===== config.mk =====
export PLATFORM = sky130hd
export DESIGN_NAME = apb_slave
export DESIGN_NICKNAME = d
export VERILOG_FILES = /design/src/rtl/apb_slave.sv
export SDC_FILE = /design/constraint.sdc
export NUM_CORES = 1
export LEC_CHECK = 0
export ABC_AREA = 1
export CORE_ASPECT_RATIO = 1.2
export CORE_MARGIN = 2
export CORE_UTILIZATION = 33
export CTS_CLUSTER_DIAMETER = 100
export CTS_CLUSTER_SIZE = 25
export DETAILED_ROUTE_END_ITERATION = 12
export GPL_TIMING_DRIVEN = 1
export PLACE_DENSITY_LB_ADDON = 0.08
export SETUP_SLACK_MARGIN = 0.15
export SKIP_LAST_GASP = 1
export SYNTH_ARGS = -nofsm -noshare
export SYNTH_HDL_FRONTEND = slang
export SYNTH_SLANG_ARGS = --single-unit
export TNS_END_PERCENT = 5

===== constraint.sdc =====
create_clock -name pclk -period 0.9 [get_ports pclk]
set_clock_uncertainty 0.1 [all_clocks]
set_input_delay 0.135 -clock pclk [delete_from_list [all_inputs] [get_ports pclk]]
set_output_delay 0.135 -clock pclk [all_outputs]
set_load 0.03 [all_outputs]

===== src/rtl/apb_slave.sv =====
// APB slave holding the timer control (TCR), status (TSR) and data (TDR) registers.
// Define APB_SLAVE_STATUS_REG_EN to build the sticky overflow/underflow status register.
module apb_slave (
  input  logic       pclk,
  input  logic       preset_n,
  input  logic       psel,
  input  logic       penable,
  input  logic       pwrite,
  input  logic [7:0] paddr,
  input  logic [7:0] pwdata,
  output logic [7:0] prdata,
  output logic       pready,
  output logic       pslverr,
  input  logic       over,
  input  logic       under,
  output logic       updown,
  output logic [1:0] clk_s,
  output logic       en,
  output logic       inter_en,
  output logic       init_cnt,
  output logic [7:0] timer_val
);

  localparam logic [7:0] ADDR_TCR = 8'h00;
  localparam logic [7:0] ADDR_TSR = 8'h01;
  localparam logic [7:0] ADDR_TDR = 8'h02;
  localparam logic [7:0] TCR_MASK = 8'hBB;

  logic [7:0] r_tcr;
  logic [7:0] r_tdr;
  logic       w_access;
  logic       w_addr_valid;
  logic       w_wr_en;
  logic       w_wr_tcr;
  logic       w_wr_tdr;

`ifdef APB_SLAVE_STATUS_REG_EN
  logic [1:0] r_tsr;
  logic [1:0] w_tsr_clr;
  logic       w_wr_tsr;

  assign w_addr_valid = (paddr == ADDR_TCR) || (paddr == ADDR_TSR) || (paddr == ADDR_TDR);
`else
  logic w_unused_events;

  // Status register is absent, so the timer events have no effect.
  assign w_unused_events = over ^ under;
  assign w_addr_valid    = (paddr == ADDR_TCR) || (paddr == ADDR_TDR);
`endif

  // Responses are held low while reset is asserted, even mid-transfer.
  assign w_access = psel & penable & preset_n;
  assign pready   = w_access;
  assign pslverr  = w_access & ~w_addr_valid;
  assign w_wr_en  = w_access & pwrite & w_addr_valid;
  assign w_wr_tcr = w_wr_en & (paddr == ADDR_TCR);
  assign w_wr_tdr = w_wr_en & (paddr == ADDR_TDR);

  always_ff @(posedge pclk or negedge preset_n) begin
    if (!preset_n) begin
      r_tcr <= 8'h00;
      r_tdr <= 8'h00;
    end else begin
      if (w_wr_tcr) r_tcr <= pwdata & TCR_MASK;
      if (w_wr_tdr) r_tdr <= pwdata;
    end
  end

`ifdef APB_SLAVE_STATUS_REG_EN
  assign w_wr_tsr  = w_wr_en & (paddr == ADDR_TSR);
  assign w_tsr_clr = w_wr_tsr ? pwdata[1:0] : 2'b00;

  // Write-one-to-clear flags; a same-cycle event wins over the clear.
  always_ff @(posedge pclk or negedge preset_n) begin
    if (!preset_n) begin
      r_tsr <= 2'b00;
    end else begin
      r_tsr <= (r_tsr & ~w_tsr_clr) | {under, over};
    end
  end
`endif

  always_comb begin
    prdata = 8'h00;
    if (psel && !pwrite) begin
      case (paddr)
        ADDR_TCR: prdata = r_tcr;
`ifdef APB_SLAVE_STATUS_REG_EN
        ADDR_TSR: prdata = {6'b000000, r_tsr};
`endif
        ADDR_TDR: prdata = r_tdr;
        default:  prdata = 8'h00;
      endcase
    end else begin
      prdata = 8'h00;
    end
  end

  assign init_cnt  = r_tcr[7];
  assign updown    = r_tcr[5];
  assign en        = r_tcr[4];
  assign inter_en  = r_tcr[3];
  assign clk_s     = r_tcr[1:0];
  assign timer_val = r_tdr;

endmodule


; ---- Word level (Yosys, flattened, before mapping)
; Index checks and enable logic that the tools add are counted.
[op_classes]
add_sub_neg = 0
multipliers = 0
n_div = 0
magnitude_cmp = 0
n_eq_ne = 1
shift = 0
n_mux = 2
bitwise = 8
n_reduce_logical = 4
[op_table]
columns = op, count
row1 = one-hot mux 8 bit (2 select lines), 1
row2 = == test 8 x 2 -> 1 bit (second input constant), 1
row3 = logical NOT 8 bit, 1
row4 = 2-to-1 mux 8 bit, 1
row5 = bitwise AND 1 bit, 7
row6 = logical AND 1 bit, 1
row7 = logical NOT 1 bit, 1
row8 = logical OR 1 bit, 1
row9 = inverter 1 bit, 1
[word_totals]
reg_bits = 14
latch_bits = 0
ram_bits = 0
mem_bits_ro = 0
in_bits = 23
output_inout_bits = 24
elab_cells = 17
mem_count = 0

; ---- Logic depth before layout (Yosys ltp)
; Gate-level depths: netlist of run 1.
[depth]
depth_word = 5
mapped_depth = 6
depth_no_buf = 6

; ---- Worst setup path after synthesis of run 1
; No wires, ideal clock.
[synth_timing]
path_kind = input -> output
startpoint = in paddr[7]
endpoint = out prdata[2]
arrival_ns = 1.296
t_required_ns = 0.665
path_slack_ns = -0.631
cell_stages = 5
n_path_buf = 0
cell_sequence = nor2_2 > nand2_2 > inv_1 > nand2_1 > nor3b_1
[synth_via]
elab_chain_len = 3
elab_cells_between_ends = 4
cone_classes = eq/ne: 1 / mux: 2 / reduce/logical: 1
[synth_lines]
columns = item, line
row1 = from (decl), 9  ; input logic [7:0] paddr,
row2 = == test 8 x 2 -> 1 bit or logical NOT 8 bit (tied branches), 86  ; case (paddr)
row3 = one-hot mux 8 bit (2 select lines) (*), 86
row4 = 2-to-1 mux 8 bit (*), 85  ; if (psel && !pwrite) begin
row5 = to (decl), 11  ; output logic [7:0] prdata,
; Every way passes the cells marked *; elsewhere a longest branch is shown, timed or not.

; ---- Worst setup path in the final report of run 1
[layout_timing]
startpoint = in paddr[3]
endpoint = out prdata[0]
; The elaborated chain is that of the path after synthesis.

==> flow_summary.ini, run 1 <==
[synthesis]
yosys_most_used_dff = dfrtp_1
synth_area_per_cell_um2 = 7.73
synth.area.top_cells = dfrtp_1, nand2_1, nand3_1, nor2_4, a21oi_1
syn_nets = 126
synth_top_cell_by_area = dfrtp_1
ys_ff_latch = 14
synth_seq_area_share_pct = 44.0
synthArstFlopShare_pct = 100
yosysWarnings = 0
syn_inst = 103
ys_types = 15
synth-edff-count = 0
synthTopCellsByCount = nand2_1, nand3_1, dfrtp_1, a21oi_1, inv_1
syn_area_um2 = 796
netlist.area_leader.share_pct = 44.0
synth.most_common_cell = nand2_1

[worst_setup_path]
cp_slowest_cell = nor2_4
worstPathArrival_ns = 1.09
critPathLaunchType = primary input
critPathKind = in2out
crit_chain = buf_8 -> nor2_4 -> nand2_2 -> nor2_4 -> buf_12 -> nand2_2 -> a21oi_4 -> buf_6
required_ns = 0.66
cp_top_family = simple AND/OR/NAND/NOR gates
path_max_fanout = 7
slowest_delay_ns = 0.15
cp_num_buf_inv = 3
cp-end-kind = output pin

[sta]
rsz0062_at_grt = true
max_slew_margin_pct = 83.0
layout_setup_ws_ns = -0.422
period_needed_ns = 1.32
tightest_slew_ns = 0.255
fin_tns_setup_ns = -10.85
hold_viol_final = 14
slew_viol_final = 0
timing.fmax_mhz = 756
hold_slack_ns = -0.106
post-route-period-util_pct = 147
finalSetupViolCount = 38

[power_and_ir_drop]
worst_ir_drop_vdd_mv = 0.714
swShare_pct = 26.9
power.density_nw_per_um2 = 734
intPower_mw = 0.949
clkPwrFrac_pct = 29.2
seqPwrFrac_pct = 49.2
switchingPower_mw = 0.349
comb_power_share_pct = 21.6
p_leak_nw = 0.941

[place]
hpwl_um = 1990
placed_cell_area_um2 = 1550
globalplace.congestion = 0.735
dp_slack_ns = -0.824
dpl.cell_count = 200
port_buffers = 44

[job]
max-cap-violations = 0

[route]
drt_iter0_drc = 20
drt-total-wl_um = 3020
post-route-drc-count = 0
wl_per_cell_um = 14.2
drt_first_pass_iters = 5
ant_nets = 0
num_vias = 1029
vias_per_cell = 4.83

[grt]
grt_max_degree = 15
track_usage_pct = 22.6
antenna_found_initial = 0
grt_pass1_vias = 985
grt_pass1_wl_um = 4820
gr-total-overflow = 0

[floorplan]
rows = 19
start_util_pct = 34.9
io_pins = 47
chipHeight_um = 57.8
core_region_area_um2 = 2280
dieArea_um2 = 2820
die_w_um = 48.8

[finish]
fin_nets = 206
syn2layout_area_growth_pct = 122
stdcell_area_um2 = 1770
final_cells = 213
drive_gt1_share_pct = 63.2
n_antenna_cell = 0
final_util_pct = 77.4

[outcome]
status = complete, but fails checks
violations = hold timing, setup timing

[clocking]
cts_buffers = 3
cts_root_buffer = clkbuf_4
clkSlewWorstSetupHoldPaths_ns = 0.09
cts.sink_count = 14
clock_path_buffers = 2
clkLatencyLatePin_ns = 0.28
cts_tree = done
htreeDepth = 1

[hold_path]
hold_class = in2async
[layer usage]
| metal | routed length (um) | vias to the layer above | global-route usage [%] |
|---|---|---|---|
| li1 | - | 496 | - |
| met1 | 1170 | 490 | 26.2 |
| met2 | 1670 | 36 | 41.7 |
| met3 | 141 | 7 | 3.87 |
| met4 | 42 | 0 | 8.57 |
| met5 | 0 | - | 0 |
[per-stage QoR]
step / power (mW) / hold slack, ns
3_5_place_dp: 0.908 / 0.459
6_report: 1.30 / -0.106
2_1_floorplan: 0.735 / -0.261
5_1_grt: 1.35 / -0.104
3_3_place_gp: 0.904 / 0.454
4_1_cts: 1.29 / -0.0890
[state kept, by name, summed over array words and instances, names as in the netlist]
signal	flops
r_tcr	6
timer_val	8
[cell families after synthesis]
| group | count (synthesis) | synth area share [%] |
|---|---|---|
| AOI/OAI and AO/OA | 6 | 3.77 |
| buffers and inverters | 8 | 5.66 |
| DFF | 14 | 44.0 |
| and+or+nand+nor | 75 | 46.5 |
[timing repair]
item	4_1_cts	5_1_grt
pin swaps	14	7
resized for setup	66	9
setup endpoints to repair	38	38
gates cloned	1	0
setup buffers	6	2
hold endpoints to repair	14	14
[cells in the final DEF (no fill, tap or decap)]
cell / count
nand3_1: 15
inv_2: 2
buf_8: 1
inv_4: 1
nand3_2: 7
buf_12: 2
buf_4: 44
clkbuf_1: 1
dlygate4sd2_1: 4
clkdlybuf4s50_1: 8
a21oi_4: 6
nand2_4: 6
inv_1: 3
nand2_2: 6
nor3_2: 1
buf_6: 16
dfrtp_1: 6
nor2_4: 8
bufbuf_16: 1
dfrtp_2: 8
clkbuf_4: 3
nor3b_4: 2
buf_2: 1
nand2_1: 30
[final timing paths]
check	start	end	slack, ns	depth (start not counted)
max	paddr[3]	prdata[0]	-0.42	8
min	preset_n	r_tcr[5]	-0.11	2
max reg2reg	timer_val[0]	timer_val[0]	0.02	3
min reg2reg	timer_val[6]	timer_val[6]	0.48	3
max in group asynchronous	preset_n	timer_val[1]	0.62	2
min in group pclk	paddr[1]	timer_val[4]	0.21	5
[layout make-up]
type,count,area (um^2)
Clock buffer,4,26.3
Fill cell,159,515
Inverter,6,25.0
Multi-Input combinational cell,81,598
Sequential cell,14,360
Tap cell,31,38.8
Timing Repair Buffer,77,718
[power by group through the flow]
| stage | Clock [mW] | Combinational, mW | Sequential [mW] |
|---|---|---|---|
| 6_report | 0.379 | 0.280 | 0.638 |
| 5_1_grt | 0.415 | 0.296 | 0.639 |
| 4_1_cts | 0.383 | 0.265 | 0.638 |
| 3_5_place_dp | 0 | 0.259 | 0.649 |
| 3_3_place_gp | 0 | 0.255 | 0.649 |
| 2_1_floorplan | 0 | 0.0745 | 0.661 |
Note: power is estimated with default switching activity, not from simulation.
==> inputs of run 2 (changes only) <==
CAP_MARGIN = 20   (was default)
==> results of run 2 <==
Same layout as run 1: the final DEF is identical, and so are final timing and power.
